==> src/rtl/hier_node_pkg.sv <==
// Shared types, defaults and helpers for the parametrised hierarchy node.
package hier_node_pkg;

    localparam int unsigned HIER_NUM_INST_DEF = 10;
    localparam int unsigned HIER_DATA_W_DEF   = 16;
    localparam int unsigned HIER_MAX_INST     = 256;
    localparam int unsigned HIER_IDX_W        = 8;

    typedef enum logic [1:0] {
        ST_IDLE,
        ST_SNAP,
        ST_SCAN,
        ST_DONE
    } hier_scan_state_e;

    typedef struct packed {
        logic                  found;
        logic [HIER_IDX_W-1:0] idx;
    } hier_next_t;

    // Lowest set bit of mask strictly above from; from = -1 yields the lowest set bit overall.
    function automatic hier_next_t next_set_idx(input logic [HIER_MAX_INST-1:0] mask,
                                                input int                       from);
        hier_next_t res;
        res = '0;
        for (int i = int'(HIER_MAX_INST) - 1; i >= 0; i--) begin
            if (mask[i] && (i > from)) begin
                res.found = 1'b1;
                res.idx   = HIER_IDX_W'(i);
            end
        end
        return res;
    endfunction

endpackage

==> src/rtl/hier_node_array_leaf.sv <==
// Leaf unit: wrapping event counter plus a snapshot register.
// HIER_NODE_CLEAR_ON_SNAP_EN: when defined, the counter restarts from zero on every snapshot.
module hier_leaf
    import hier_node_pkg::*;
#(
    parameter int unsigned DATA_W = HIER_DATA_W_DEF
) (
    input  logic              clk,
    input  logic              rst_n,
    input  logic              en,
    input  logic              snap_req,
    output logic [DATA_W-1:0] snap_q
);

    logic [DATA_W-1:0] count_q;
    logic [DATA_W-1:0] count_d;

    always_comb begin
        count_d = count_q;
        if (en) begin
            count_d = count_q + DATA_W'(1);
        end
`ifdef HIER_NODE_CLEAR_ON_SNAP_EN
        // Clearing wins over an increment landing in the snapshot cycle.
        if (snap_req) begin
            count_d = '0;
        end
`endif
    end

    always_ff @(posedge clk or negedge rst_n) begin
        if (!rst_n) begin
            count_q <= '0;
            snap_q  <= '0;
        end else begin
            count_q <= count_d;
            if (snap_req) begin
                snap_q <= count_q;
            end
        end
    end

endmodule

==> src/rtl/hier_node_array.sv <==
// Array of leaf counters with a snapshot/scan controller streaming enabled leaves over valid/ready.
// Build option HIER_NODE_CLEAR_ON_SNAP_EN (see hier_leaf) selects clear-on-snapshot counting.
module hier_node_array
    import hier_node_pkg::*;
#(
    parameter int unsigned NUM_INST = HIER_NUM_INST_DEF,
    parameter int unsigned DATA_W   = HIER_DATA_W_DEF,
    parameter int unsigned ID_W     = (NUM_INST > 1) ? $clog2(NUM_INST) : 1
) (
    input  logic                clk,
    input  logic                rst_n,
    input  logic                start,
    input  logic [NUM_INST-1:0] enable,
    output logic                out_valid,
    input  logic                out_ready,
    output logic [ID_W-1:0]     out_id,
    output logic [DATA_W-1:0]   out_data,
    output logic                busy,
    output logic                done
);

    hier_scan_state_e    state_q, state_d;
    logic [NUM_INST-1:0] mask_q, mask_d;
    logic [ID_W-1:0]     ptr_q, ptr_d;
    logic                out_valid_q;
    logic                busy_q;
    logic                done_q;
    logic                snap_req;
    hier_next_t          nxt;
    logic [DATA_W-1:0]   snap_w [NUM_INST];

    assign snap_req = (state_q == ST_SNAP);

    for (genvar g = 0; g < int'(NUM_INST); g++) begin : g_leaf
        hier_leaf #(
            .DATA_W(DATA_W)
        ) u_leaf (
            .clk     (clk),
            .rst_n   (rst_n),
            .en      (enable[g]),
            .snap_req(snap_req),
            .snap_q  (snap_w[g])
        );
    end

    // Next-state: pointer always sits on a set mask bit, so scanning never emits bubbles.
    always_comb begin
        state_d = state_q;
        mask_d  = mask_q;
        ptr_d   = ptr_q;
        nxt     = '0;
        case (state_q)
            ST_IDLE: begin
                if (start) begin
                    state_d = ST_SNAP;
                end
            end
            ST_SNAP: begin
                mask_d  = enable;
                nxt     = next_set_idx(HIER_MAX_INST'(enable), -1);
                ptr_d   = ID_W'(nxt.idx);
                state_d = nxt.found ? ST_SCAN : ST_DONE;
            end
            ST_SCAN: begin
                if (out_ready) begin
                    nxt = next_set_idx(HIER_MAX_INST'(mask_q), int'(ptr_q));
                    if (nxt.found) begin
                        ptr_d = ID_W'(nxt.idx);
                    end else begin
                        state_d = ST_DONE;
                    end
                end
            end
            ST_DONE: begin
                state_d = ST_IDLE;
            end
            default: begin
                state_d = ST_IDLE;
            end
        endcase
    end

    always_ff @(posedge clk or negedge rst_n) begin
        if (!rst_n) begin
            state_q     <= ST_IDLE;
            mask_q      <= '0;
            ptr_q       <= '0;
            out_valid_q <= 1'b0;
            busy_q      <= 1'b0;
            done_q      <= 1'b0;
        end else begin
            state_q     <= state_d;
            mask_q      <= mask_d;
            ptr_q       <= ptr_d;
            out_valid_q <= (state_d == ST_SCAN);
            busy_q      <= (state_d == ST_SNAP) || (state_d == ST_SCAN);
            done_q      <= (state_d == ST_DONE);
        end
    end

    assign out_valid = out_valid_q;
    assign out_id    = ptr_q;
    assign out_data  = snap_w[ptr_q];
    assign busy      = busy_q;
    assign done      = done_q;

endmodule

==> config.mk <==
export PLATFORM = sky130hd
export DESIGN_NAME = hier_node_array
export DESIGN_NICKNAME = d
export VERILOG_FILES = /design/src/rtl/hier_node_pkg.sv /design/src/rtl/hier_node_array_leaf.sv /design/src/rtl/hier_node_array.sv
export SDC_FILE = /design/constraint.sdc
export NUM_CORES = 1
export LEC_CHECK = 0
export ABC_AREA = 1
export CAP_MARGIN = 15
export CORE_MARGIN = 2
export CORE_UTILIZATION = 45
export DETAILED_ROUTE_END_ITERATION = 10
export PLACE_DENSITY = 0.61
export SYNTH_ARGS = -nofsm -noshare
export SYNTH_HDL_FRONTEND = slang
export SYNTH_SLANG_ARGS = --single-unit
export TNS_END_PERCENT = 1
==> constraint.sdc <==
create_clock -name clk -period 3.26 [get_ports clk]
set_clock_uncertainty 0.2 [all_clocks]
set_input_delay 0.978 -clock clk [delete_from_list [all_inputs] [get_ports clk]]
set_output_delay 0.978 -clock clk [all_outputs]
set_load 0.01 [all_outputs]
==> results.tsv <==
stage	metric	value	unit
global_route	first-pass GRT wire length	62800	um
timing	endpoints failing setup	7	
timing	Max Clock Freq	0.303	GHz
run	Max-cap violations	0	
timing	Hold Vio Cnt, Final	0	
pwr	Pleak	9.03	nW
drt	detailed-route DRC error count	0	
yosys	yosys warns	0	
cts	TritonCTS Buffers	38	
finish	register area	0.00846	mm^2
critical_path	data required time at the worst endpoint	2080	ps
timing	Final Max Tran Viols	0	
critical_path	critical path peak fanout	51	
drt	via count	11600	
timing	final hold slack	172	ps
global_route	vias in the first global route	11700	
yosys	Cells after Synth	1740	
yosys	Mapped Avg Cell Area	8.87	um^2
floorplanning	Starting Density	45.9	%
cts	CTS tree	done	
pwr	Switch Pwr	0.00572	W
pwr	Worst VDD drop	0.459	mV
critical_path	Worst setup SP type	register	
yosys	mapped cell area	0.0154	mm^2
cts	worst skew pair latency	530	ps
global_route	largest net degree at the start of global routing	144	
placed_design	port buffer count	36	
floorplanning	Die Height	189	um
yosys	top cells by area, synth	dfrtp_1 55%, nand2_1 11%, o21ai_0 7.0%	
timing	total negative setup slack	-114	ps
floorplanning	# IOs	37	
timing	Worst-Margin Slew	626	ps
timing	fin crit share	101	%
drt	Total Wirelength	37900	um
yosys	post-synth top area share	54.8	%
yosys	sequential area share after synthesis	54.8	%
floorplanning	die area	0.0358	mm^2
critical_path	reg2reg start	out_id[0]	
drt	drt first pass iters	5	
timing	unrepaired setup endpoints after global routing	yes	
yosys	Yosys cell types	40	
status	failing checks	negative setup slack	
pwr	clock share of power	28.8	%
critical_path	critical path class	reg2out	
finish	area occupied by multi-input gates	0.00587	mm^2
global_route	initial antenna violation count	0	
critical_path	crit end category	primary output	
finish	most common cell after layout, fill and taps aside	nand2_1	
floorplanning	Core ar.	0.0336	mm^2
yosys	leading area contributor after synthesis	dfrtp_1	
finish	most frequent cells in the layout	442 x nand2_1, 337 x dfrtp_1, 227 x inv_1	
status	outcome	finished with violations	
critical_path	CP arrival	2130	ps
finish	Fill cells	3107	
placed_design	Final GP Congestion	0.892	
global_route	total global routing track utilization	22.2	%
yosys	syn_nets	1768	
critical_path	r2r setup slk	940	ps
pwr	share of total power in combinational logic	32.3	%
drt	First DRT Iteration DRCs	863	
finish	layout cells sized above 1	9.91	%
yosys	FF+latch count, synth	338	
finish	Synth-to-Final Area Change	16.4	%
cts	Clock transition at path regs	60	ps
cts	clock root cell	clkbuf_16	
global_route	gr ovfl total	0	
timing	Min Clock Period, post-route	3300	ps
timing	final worst setup slack	-43.1	ps
floorplanning	die width	189	um
cts	clock sinks	338	
critical_path	launch point of the worst path	out_id[0]	
floorplanning	# rows	67	
worst_hold_path	min-delay worst type	in2async	
drt	vias per inst	5.10	
placed_design	post-DP HPWL	26300	um
cts	CTS Buffer Depth	3	
pwr	Seq pwr share	38.9	%
finish	nets	1827	
pwr	Net Sw Frac	37.0	%
finish	Antenna diodes	0	
drt	Routed wire per std cell	16.7	um
pwr	Pint	0.00973	W
timing	Slew headroom	58.3	%
drt	post-detailed-route count of antenna-violating nets	0	
cts	H-tree depth	2	
pwr	pwr/cell area	860	mW/mm^2
## power groups by stage
stage               registers (W)  clock network, W  logic (W)
finish                    0.00601           0.00444    0.00499
global route              0.00616           0.00472    0.00558
CTS                       0.00601           0.00452    0.00499
detailed placement        0.00606                 0    0.00491
global placement          0.00604                 0    0.00481
floorplan                 0.00581                 0    0.00310
## per-layer routing
| metal | part of all wire, % | routed length (um) | GRT usage, % |
|---|---|---|---|
| met1 | 48 | 18100 | 33.2 |
| met2 | 42 | 15900 | 31.8 |
| met3 | 6.6 | 2520 | 4.65 |
| met5 | 0 | 0 | 0 |
| met4 | 3.7 | 1410 | 8.14 |
## final timing paths
check                                                to  cells after the start
setup / recovery                            out_data[6]                      6
hold / removal               g_leaf[5].u_leaf.snap_q[1]                      1
setup reg to reg                                   busy                     10
hold reg to reg            g_leaf[0].u_leaf.count_q[14]                      1
max in group asynchronous   g_leaf[7].u_leaf.count_q[5]                      2
min in group clk           g_leaf[0].u_leaf.count_q[14]                      1
## cell type report
type / count / share of cell area [%]
clock inverter: 9 / 0.787
tap: 448 / 3.12
sequential: 338 / 47.1
timing repair buffer: 90 / 4.91
inverter: 232 / 4.90
multi-input combinational: 1099 / 32.7
clock buffer: 59 / 6.52
## critical path, cell delays in order, from the launching register on
cell and delay [ps]:
dfrtp_2 480, buf_12 280, a21oi_1 130, o21ai_0 130, a21oi_1 100, a211o_1 320, buf_2 150
## flip-flops by register name, indices dropped and copies added, names as in the netlist
signal	count
g_leaf.u_leaf.count_q	160
state_q	2
done	1
g_leaf.u_leaf.snap_q	160
mask_q	9
busy	1
out_valid	1
out_id	4
## cell families after synthesis
logic type / synth area share [%]
flops: 54.8
xor+xnor: 8.17
compound gates: 11.0
simple gates: 17.3
fa+ha+maj: 1.14
buf+inv: 7.62
## cell usage after synthesis, drive strengths merged
cell type    n
dfrtp      338
a31o         1
or2          2
nand4       36
nor4         4
and2         1
o21a         1
nor2        50
buf         20
o21ai      218
xnor2       44
nand2      444
nand3       42
a211o       11
nand3b       4
o22ai        2
clkbuf      51
nor3        28
nor3b        2
ha          14
a21oi       90
xor2       100
inv        232
o211ai       2
a31oi        1
a211oi       1
or3          1
## stage by stage
stage | instance area, um^2 | power [W] | worst slack [ps] | cells | utilization (%)
5_1_grt | 18000 | 0.0165 | -93.2 | 2275 | 53.4
3_3_place_gp | 16600 | 0.0109 | 121 | 2204 | 49.3
3_5_place_dp | 16600 | 0.0110 | 112 | 2204 | 49.3
4_1_cts | 18000 | 0.0155 | -51.2 | 2275 | 53.4
2_1_floorplan | 15400 | 0.00891 | 592 | 1740 | -
6_report | 18000 | 0.0154 | -43.1 | 2275 | 53.4
## repair_timing
action                                  CTS  global route
hold buffers                              0             0
gates resized for setup                 102            11
buffers inserted                          0             0
endpoints found under the setup margin   16            14
gates cloned                              3             0
pin swaps                                10             1
endpoints found under the hold margin     0             0
(Power assumes the default switching activity.)
==> RTL edit: new RTL, same settings <==
The option `HIER_NODE_CLEAR_ON_SNAP_EN` is turned on by a define.
--- a/src/rtl/hier_node_array_leaf.sv
+++ b/src/rtl/hier_node_array_leaf.sv
@@ -2,2 +2,4 @@
 // HIER_NODE_CLEAR_ON_SNAP_EN: when defined, the counter restarts from zero on every snapshot.
+`define HIER_NODE_CLEAR_ON_SNAP_EN
+
 module hier_leaf
Formal check against the unedited RTL: not equivalent (a bounded check fails within 10 cycles, from zero or initial values and one cycle with rst_n low).
==> RTL edit against the original RTL <==
  * The run still ends with setup timing left
  * Area after synthesis rose by 3.5%
  * Global-route usage is 2.5 points higher
  * Total power is 0.32% higher
  * Design area is 6.3% higher
  * Worst setup slack got worse by 0.023 ns
  * Routed wire length up 17%
  * Sequential cell count is the same
  * Critical path depth grew 1
==> RTL edit: results (changes against the original RTL) <==
Status: finished with violations
Violated checks: setup timing
DRT iter0 DRCs: 1096 (+27%)
Final std cells w/o fill: 2512 (+10%)
DP Worst Slack: -0.09251 ns (-0.2044 ns)
Mapped Cells: 1979 (+14%)
Top sig layer: met5
Largest net degree at the start of global routing: 140 (-2.8%)
Setup violators final: 10 (+3)
NonClk Buf Share: 0.06208 (+0.01298)
Count of cell types in the netlist: 42 (+5.0%)
# resized after CTS: 194 (+90%)
Post-synthesis adder-cell area fraction: 0.01097 (-0.0003790)
Actual slew at the worst max-slew pin: 0.7988 ns (+0.1733 ns)
Setup ws final: -0.06603 ns (-0.02294 ns)
DR WL met3: 2444 µm (-2.8%)
NetSw: 0.005963 W (+4.3%)
Met1 usage: 0.3472 (+0.01537)
Post-CTS setup buffer count: 2 (+2)
LEAKAGE: 8.849 nW (-2.0%)
Max stage delay on crit path: 0.41 ns (-0.07 ns)
Internal power: 0.009534 W (-2.0%)
Share of cells above drive strength 1: 0.1342 (+0.03511)
Top delay family on crit path: buffers and inverters
Sequential share of the synthesized area: 0.5298 (-0.01830)
Signal buffers: 101 (+12%)
Worst EP arrival: 2.15 ns (+0.02 ns)
Clk cell area share: 0.06404 (-0.009007)
Clock buffers: 56 (-5.1%)
Synth Area in XOR/XNOR: 0.002195 (-0.07954)
Met2 Wirelength: 20540 µm (+29%)
Vias after detailed routing: 13520 (+16%)
Vias in the first global route: 13110 (+12%)
Initial antenna violation count: 1 (+1)
DP Area: 17110 µm² (+3.3%)
-- RTL edit: cells by family after synthesis --
logic type                 after synthesis
AOI/OAI and AO/OA                      510
buffers and inverters                  318
and+or+nand+nor                        795
adders and majority gates               14
DFF                                    338
xor gates and xnor gates                 4
-- RTL edit: worst paths after layout --
path	slack, ns	end	cells after the start	startpoint
worst min-delay path	0.24	g_leaf[7].u_leaf.count_q[15]$_DFFE_PN0P_	1	rst_n
min in group clk	0.26	g_leaf[4].u_leaf.count_q[15]$_DFFE_PN0P_	1	g_leaf[4].u_leaf.count_q[15]$_DFFE_PN0P_
worst max-delay path	-0.07	out_data[2]	7	out_id[0]$_DFFE_PN0P_
max in group asynchronous	1.84	g_leaf[4].u_leaf.count_q[5]$_DFFE_PN0P_	2	rst_n
worst min register to register	0.26	g_leaf[4].u_leaf.count_q[15]$_DFFE_PN0P_	1	g_leaf[4].u_leaf.count_q[15]$_DFFE_PN0P_
worst max register to register	0.86	busy$_DFF_PN0_	10	out_id[1]$_DFFE_PN0P_
